<file path="config.mk">
export PLATFORM = sky130hd
export DESIGN_NAME = fifo_reader
export DESIGN_NICKNAME = d
export VERILOG_FILES = /design/src/rtl/fifo_reader.sv
export SDC_FILE = /design/constraint.sdc
export NUM_CORES = 1
export LEC_CHECK = 0
export ABC_AREA = 1
export BUFFER_PORTS_ARGS = -buffer_cell sky130_fd_sc_hd__buf_2
export CAP_MARGIN = 20
export CORE_MARGIN = 5
export CORE_UTILIZATION = 52
export DETAILED_ROUTE_END_ITERATION = 7
export GPL_TIMING_DRIVEN = 0
export PLACE_DENSITY = 0.77
export SYNTH_ARGS = -nofsm -noshare
export SYNTH_HDL_FRONTEND = slang
export SYNTH_SLANG_ARGS = --single-unit
</file>
<file path="constraint.sdc">
create_clock -name clk -period 1.75 [get_ports clk]
set_clock_uncertainty 0.05 [all_clocks]
set_input_delay 0.175 -clock clk [delete_from_list [all_inputs] [get_ports clk]]
set_output_delay 0.175 -clock clk [all_outputs]
set_load 0.005 [all_outputs]
</file>
<file path="src/rtl/fifo_reader.sv">
// ---------------------------------------------------------------------------
// fifo_reader
//
// Pulls words out of a synchronous FIFO (read data arrives one cycle after
// the pop) and presents them as a valid/ready stream through a 2-entry
// in-order output buffer. A four-state read FSM issues at most one pop every
// four cycles so the FIFO's empty flag has time to settle after each pop.
//
// Parameters
//   DATA_W      width of FIFO read data and stream data (default 8)
//
// Ports
//   clk         system clock, rising edge
//   rst         asynchronous active-high reset
//   enable      allow new FIFO reads (buffered data drains regardless)
//   flush       synchronous discard of buffered and in-flight data
//   fifo_empty  FIFO empty flag
//   fifo_rdata  FIFO read data, valid the cycle after fifo_rd_en
//   fifo_rd_en  registered single-cycle pop request
//   m_data      stream data (oldest buffered entry)
//   m_valid     stream valid
//   m_ready     stream ready from the consumer
//   rd_count    (FIFO_READER_CNT_EN only) 16-bit wrapping count of
//               completed output handshakes, cleared by flush
//
// Build option
//   `define FIFO_READER_CNT_EN to add the rd_count output and its counter.
// ---------------------------------------------------------------------------
module fifo_reader #(
   parameter int DATA_W = 8
) (
   input  logic              clk,
   input  logic              rst,
   input  logic              enable,
   input  logic              flush,
   input  logic              fifo_empty,
   input  logic [DATA_W-1:0] fifo_rdata,
   output logic              fifo_rd_en,
   output logic [DATA_W-1:0] m_data,
   output logic              m_valid,
   input  logic              m_ready
`ifdef FIFO_READER_CNT_EN
   ,
   output logic [15:0]       rd_count
`endif
);

   typedef enum logic [1:0] {
      IDLE   = 2'd0,
      READ   = 2'd1,
      CAPT   = 2'd2,
      SETTLE = 2'd3
   } state_t;

   state_t            state_reg;
   state_t            state_next;
   logic              rd_en_reg;
   logic              rd_en_next;

   logic [DATA_W-1:0] buf_reg [2];
   logic              wr_ptr_reg;
   logic              rd_ptr_reg;
   logic [1:0]        occ_reg;

   logic              capture;
   logic              consume;

   // ------------------------------------------------------------------
   // FSM state register; fifo_rd_en is a flop loaded with "next state is
   // READ", so it is high exactly while the FSM sits in READ.
   // ------------------------------------------------------------------
   always_ff @(posedge clk or posedge rst) begin
      if (rst) begin
         state_reg <= IDLE;
         rd_en_reg <= 1'b0;
      end else begin
         state_reg <= state_next;
         rd_en_reg <= rd_en_next;
      end
   end

   // ------------------------------------------------------------------
   // FSM next-state logic. Flush overrides everything and returns to IDLE,
   // which also drops an issued READ/CAPT so its data is never captured.
   // ------------------------------------------------------------------
   always_comb begin
      state_next = state_reg;
      if (flush) begin
         state_next = IDLE;
      end else begin
         case (state_reg)
            IDLE:    if (enable && !fifo_empty && (occ_reg < 2'd2))
                        state_next = READ;
            READ:    state_next = CAPT;
            CAPT:    state_next = SETTLE;
            SETTLE:  state_next = IDLE;
            default: state_next = IDLE;
         endcase
      end
   end

   // ------------------------------------------------------------------
   // FSM / datapath outputs
   // ------------------------------------------------------------------
   always_comb begin
      rd_en_next = (state_next == READ);
      // FIFO data is on fifo_rdata during CAPT (one cycle after the pop)
      capture    = (state_reg == CAPT) && !flush;
      consume    = m_valid && m_ready && !flush;
   end

   assign fifo_rd_en = rd_en_reg;
   assign m_valid    = (occ_reg != 2'd0);
   assign m_data     = buf_reg[rd_ptr_reg];

   // ------------------------------------------------------------------
   // Output buffer storage, one register per entry
   // ------------------------------------------------------------------
   for (genvar gi = 0; gi < 2; gi++) begin : g_entry
      always_ff @(posedge clk or posedge rst) begin
         if (rst)
            buf_reg[gi] <= '0;
         else if (capture && (wr_ptr_reg == 1'(gi)))
            buf_reg[gi] <= fifo_rdata;
      end
   end

   // ------------------------------------------------------------------
   // Pointers and occupancy. A simultaneous capture and consume moves both
   // pointers and leaves the occupancy unchanged.
   // ------------------------------------------------------------------
   always_ff @(posedge clk or posedge rst) begin
      if (rst) begin
         wr_ptr_reg <= 1'b0;
         rd_ptr_reg <= 1'b0;
         occ_reg    <= 2'd0;
      end else if (flush) begin
         wr_ptr_reg <= 1'b0;
         rd_ptr_reg <= 1'b0;
         occ_reg    <= 2'd0;
      end else begin
         if (capture)
            wr_ptr_reg <= ~wr_ptr_reg;
         if (consume)
            rd_ptr_reg <= ~rd_ptr_reg;
         case ({capture, consume})
            2'b10:   occ_reg <= occ_reg + 2'd1;
            2'b01:   occ_reg <= occ_reg - 2'd1;
            default: occ_reg <= occ_reg;
         endcase
      end
   end

`ifdef FIFO_READER_CNT_EN
   // ------------------------------------------------------------------
   // Handshake counter, wraps naturally at 16 bits
   // ------------------------------------------------------------------
   logic [15:0] cnt_reg;

   always_ff @(posedge clk or posedge rst) begin
      if (rst)
         cnt_reg <= 16'd0;
      else if (flush)
         cnt_reg <= 16'd0;
      else if (consume)
         cnt_reg <= cnt_reg + 16'd1;
   end

   assign rd_count = cnt_reg;
`endif

endmodule

</file>
Word level (Yosys, flattened, before mapping)

Cells that the tools add are included.

Output and inout bits: 10
Word-level logic and storage cells: 46
Flip-flop bits (word level): 23
Input bits: 14

Add/subtract/negate cells: 2
Multiplexer cells: 12
Reduce and logical (&&, ||, !) cells: 14
Bitwise operators: 3
Magnitude comparators: 2
Equal/unequal tests: 6

Operators by type and width:

| kind                                                      | count |
|---|---|
| 2-to-1 mux 8 bit                                          | 3 |
| one-hot mux 2 bit (4 select lines)                        | 1 |
| logical AND 1 bit                                         | 7 |
| equality test 2 x 1 -> 1 bit (second input constant)      | 3 |
| equality test 2 bit (second input constant)               | 3 |
| 2-to-1 mux 2 bit                                          | 3 |
| nonzero test 2 bit                                        | 3 |
| 2-to-1 mux 1 bit                                          | 4 |
| one-hot mux 2 bit (2 select lines)                        | 1 |
| nonzero test 3 bit                                        | 1 |
| adder 2 x 1 -> 2 bit (second input constant)              | 1 |
| greater-or-equal comparator 2 bit (second input constant) | 1 |
| logical NOT 1 bit                                         | 2 |
| logical NOT 2 bit                                         | 1 |
| less-than comparator 2 bit (second input constant)        | 1 |
| inverter 1 bit                                            | 2 |
| inverter 1 -> 2 bit                                       | 1 |
| subtractor 2 x 1 -> 2 bit (second input constant)         | 1 |

Depth between registers and ports, before layout

Word-level depth: 7
Mapped depth: 8
Depth with buffers taken out: 8

Worst setup path before layout

OpenSTA, ideal clock, no wires.

Kind: register to register
From: register state_reg[0]
To: register buf_reg[0] (netlist name)
Arrival time: 1.141 ns
Setup slack: 0.442 ns
Required time: 1.583 ns
Setup time: 0.117 ns
Path buffers: 1
Clock period less this slack: 1.308 ns
Cell stages (with the launch flop): 7
Path through: dfrtp_1 inv_1 ha_1 nand3_2 buf_6 nand2_2 o21ai_2

Word-level cells in the longest chain between the ends: 3

Ends and longest elaborated chain:

| item                          | line | source |
|---|---|---|
| start, declared               | 55   | `state_t state_reg;` |
| start signal, assigned        | 77   | `state_reg <= state_next;` |
| equality test 2 bit           | 108  | `capture = (state_reg == CAPT) && !flush;` |
| logical AND 1 bit             | 108  |  |
| logical AND 1 bit             | 123  | `else if (capture && (wr_ptr_reg == 1'(gi)))` |
| end signal, assigned by index | 124  | `buf_reg[gi] <= fifo_rdata;` |
| end, declared                 | 60   | `logic [DATA_W-1:0] buf_reg [2];` |

Every way passes these cells.
A chain may end at the register's enable or synchronous reset.

Worst setup path in the final report

From: register rd_ptr_reg
To: output m_data[5]

Word-level cells in the longest chain between the ends: 4

Ends and longest elaborated chain:

| item                                                | line | source |
|---|---|---|
| start, declared                                     | 62   | `logic rd_ptr_reg;` |
| start signal, assigned                              | 145  | `rd_ptr_reg <= ~rd_ptr_reg;` |
| inverter 1 -> 2 bit (not written as such)           | 114  | `assign m_data = buf_reg[rd_ptr_reg];` |
| 2-to-1 mux 8 bit (not written as such) (3 in a row) | 114  |  |
| end, declared                                       | 39   | `output logic [DATA_W-1:0] m_data,` |

Every way passes these cells. The select of a mux whose other input is x is not followed.

==> reports/qor.yml <==
max-cap-violations: 0
n_fill_cell: 190
start_util_pct: 55.8
hold_viol_final: 0
finalSetupViolCount: 0
crit_start: "rd_ptr_reg"
final_net_count: 178
post_synth_num_cell_types: 21
grt_antenna_before_repair: 0
fin_crit_share_pct: 92.2
detail-route-antenna-nets: 0
synth_largest_type_area_fraction_pct: 51.0
die_w_um: 56.6
crit_fanout: 10
grt_pass1_vias: 916
routed-via-count: 928
power_density_mw_per_mm2: 1420
cts_tree: "built"
crit_type: "register to primary output"
clkTransAtPathRegs_ps: 120
power.leakage_nw: 0.738
setup-tns-final_ps: 0
clk_path_buf_depth: 2
yosysWarnings: 0
largest_reg_flops: 16
timing.rr.end: "buf_reg[0]"
die_height_um: 56.6
critical_path.endpoint: "m_data[5]"
final.min_clock_period_ps: 1610
cts-buffers-inserted: 3
drive_gt1_share_pct: 29.8
root_buffer_master: "sky130_fd_sc_hd__clkbuf_4"
synth_seq_area_share_pct: 51.0
irDropWorstVdd_v: 0.000757
initialDrtViolationCount: 31
globalRouteOverflowTotal: 0
worstHoldPathType: "input port to register"
route.detailed.vias_per_inst: 4.94
gp_congestion: 0.752
clock_insertion_delay_worst_skew_ps: 310
core-area_mm2: 0.00202
rr_worst_depth: 6
stdcell_area_mm2: 0.00132
synthToLayoutAreaGrowth_pct: 16.7
postPlaceCellArea_mm2: 0.00128
seqCellArea_um2: 576
detailedPlacementHpwl_um: 1590
ys_top_cells_by_area: "sky130_fd_sc_hd__dfrtp_1 (51%), sky130_fd_sc_hd__nand2_1 (16%), sky130_fd_sc_hd__o21ai_2 (6.2%)"
postCtsSetupRepairBufs: 0
grt_max_degree: 24
worst_slew_pin_slew_ps: 836
dr.pass1.iters: 4
fp.dieArea_mm2: 0.00320
synth.avg_cell_area_um2: 8.49
synthesized_netlist_net_count: 149
regToRegSetupSlack_ps: 260
synth_cells: 133
critPathLaunchType: "register"
status: "finished clean"
h-tree-depth: 1
timing.critical_path.required_ps: 1520
unrepaired_setup_endpoints_after_global_routing: "no"
pin_count: 24
timing.critical_path.arrival_ps: 1390
route.final.wire_length_um: 2160
wire_length_of_the_first_global_routing_pass_um: 3950
routed_length_per_placed_instance_um: 11.5
gr-usage-all-layers_pct: 15.5
end_kind: "primary output"
clock_sinks: 23
footprint_of_the_multi_input_gates_um2: 454
synth.cell_area_mm2: 0.00113
postSynthRegisterBits: 23
route.detailed.drc: 0
r2r-start: "state_reg[0]"
max-slew-margin-rel_pct: 44.2
report.final.slew_viol_count: 0
yosysTopAreaCell: "sky130_fd_sc_hd__dfrtp_1"
antennaDiodeCount: 0
port_buffers: 23
fmaxAchievable_ghz: 0.620
num_rows: 16
==> repair_timing <==
action                     4_1_cts  5_1_grt
hold buffers                     1        0
setup endpoints to repair        0        8
hold endpoints to repair        23        0
resized for setup                0        1
==> cell type report <==
| class | count | share of cell area, % |
|---|---|---|
| timing repair buffer | 24 | 9.50 |
| clock buffer | 4 | 1.99 |
| sequential | 23 | 43.7 |
| inverter | 19 | 5.70 |
| tap | 27 | 2.56 |
| buffer | 3 | 2.09 |
| multi-input combinational | 88 | 34.5 |
==> how the worst min path moves through the flow <==
stage                        startpoint           end  slack [ps]  depth (start not counted)
final                     fifo_rdata[1]    buf_reg[1]          60                          3
after CTS                 fifo_rdata[1]    buf_reg[1]          60                          3
after detailed placement            rst    fifo_rd_en         330                          2
after floorplan                     rst    buf_reg[0]         130                          1
after global routing              flush  state_reg[1]          50                          2
after global placement              rst    fifo_rd_en         330                          2
==> power by group <==
part           switching, mW  internal (mW)  total [mW]  leakage [nW]
Combinational          0.434          0.334       0.767         0.420
Sequential             0.123          0.736       0.859         0.303
Clock                  0.154         0.0890       0.243        0.0150
==> cells in the mapped netlist, drive strengths merged <==
cell type,count
nand2,50
dfrtp,23
o21ai,21
inv,18
nor2,6
nand3,5
buf,3
a21oi,2
ha,2
clkinv,1
nand4,1
xor2,1
==> kinds of logic (layout without fill, tap and decap cells) <==
logic type / Yosys count / in the layout / share of synthesized area [%]
AO/OA/AOI/OAI: 23 / 23 / 13.2
adder cells (fa/ha/maj): 2 / 2 / 2.22
XOR/XNOR: 1 / 1 / 0.776
AND/OR/NAND/NOR: 62 / 62 / 24.1
buffers and inverters: 22 / 50 / 8.76
flip-flops: 23 / 23 / 51.0
==> layout by cell type, fill, tap and decap left out <==
cell,synthesis,final
sky130_fd_sc_hd__nand2_1,48,48
sky130_fd_sc_hd__buf_2,1,24
sky130_fd_sc_hd__dfrtp_1,23,23
sky130_fd_sc_hd__inv_1,15,15
sky130_fd_sc_hd__o21ai_1,10,10
sky130_fd_sc_hd__o21ai_2,8,8
sky130_fd_sc_hd__nor2_1,5,5
sky130_fd_sc_hd__inv_2,3,3
sky130_fd_sc_hd__o21ai_0,3,3
sky130_fd_sc_hd__clkbuf_4,0,3
sky130_fd_sc_hd__buf_6,2,2
sky130_fd_sc_hd__nand3_2,2,2
sky130_fd_sc_hd__nand3_1,2,2
sky130_fd_sc_hd__nand2_2,2,2
sky130_fd_sc_hd__ha_1,2,2
sky130_fd_sc_hd__nand3_4,1,1
sky130_fd_sc_hd__nor2_2,1,1
sky130_fd_sc_hd__a21oi_2,1,1
sky130_fd_sc_hd__xor2_1,1,1
sky130_fd_sc_hd__nand4_1,1,1
sky130_fd_sc_hd__clkinvlp_4,0,1
sky130_fd_sc_hd__a21oi_1,1,1
sky130_fd_sc_hd__clkbuf_1,0,1
sky130_fd_sc_hd__dlygate4sd3_1,0,1
==> metal layers <==
layer / part of all wire [%] / up-vias / GRT usage, % / wire (µm)
met2: 51 / 19 / 26.9 / 1110
met1: 42 / 433 / 18.5 / 901
met5: 0 / - / 0 / 0
met4: 1.6 / 0 / 7.12 / 34
met3: 5.5 / 4 / 2.52 / 120
li1: - / 472 / - / -
==> stage by stage <==
stage	hold slack (ps)	util [%]	instances	worst slack (ps)	power, mW
after global routing	46.1	65.2	188	22.1	2.06
after detailed placement	332	63.2	183	268	1.64
after global placement	329	63.2	183	292	1.60
after floorplan	127	-	133	442	1.39
after CTS	56.3	65.0	188	51.7	1.89
final	59.9	65.2	188	137	1.87
==> worst max-delay path, cell delays in order, from the launching register on <==
cell	delay, ps
sky130_fd_sc_hd__dfrtp_1	340
sky130_fd_sc_hd__buf_2	220
sky130_fd_sc_hd__clkinvlp_4	240
sky130_fd_sc_hd__nand2_1	100
sky130_fd_sc_hd__nand2_1	60
sky130_fd_sc_hd__buf_2	120
No activity file was read; power rests on OpenSTA's default activity.
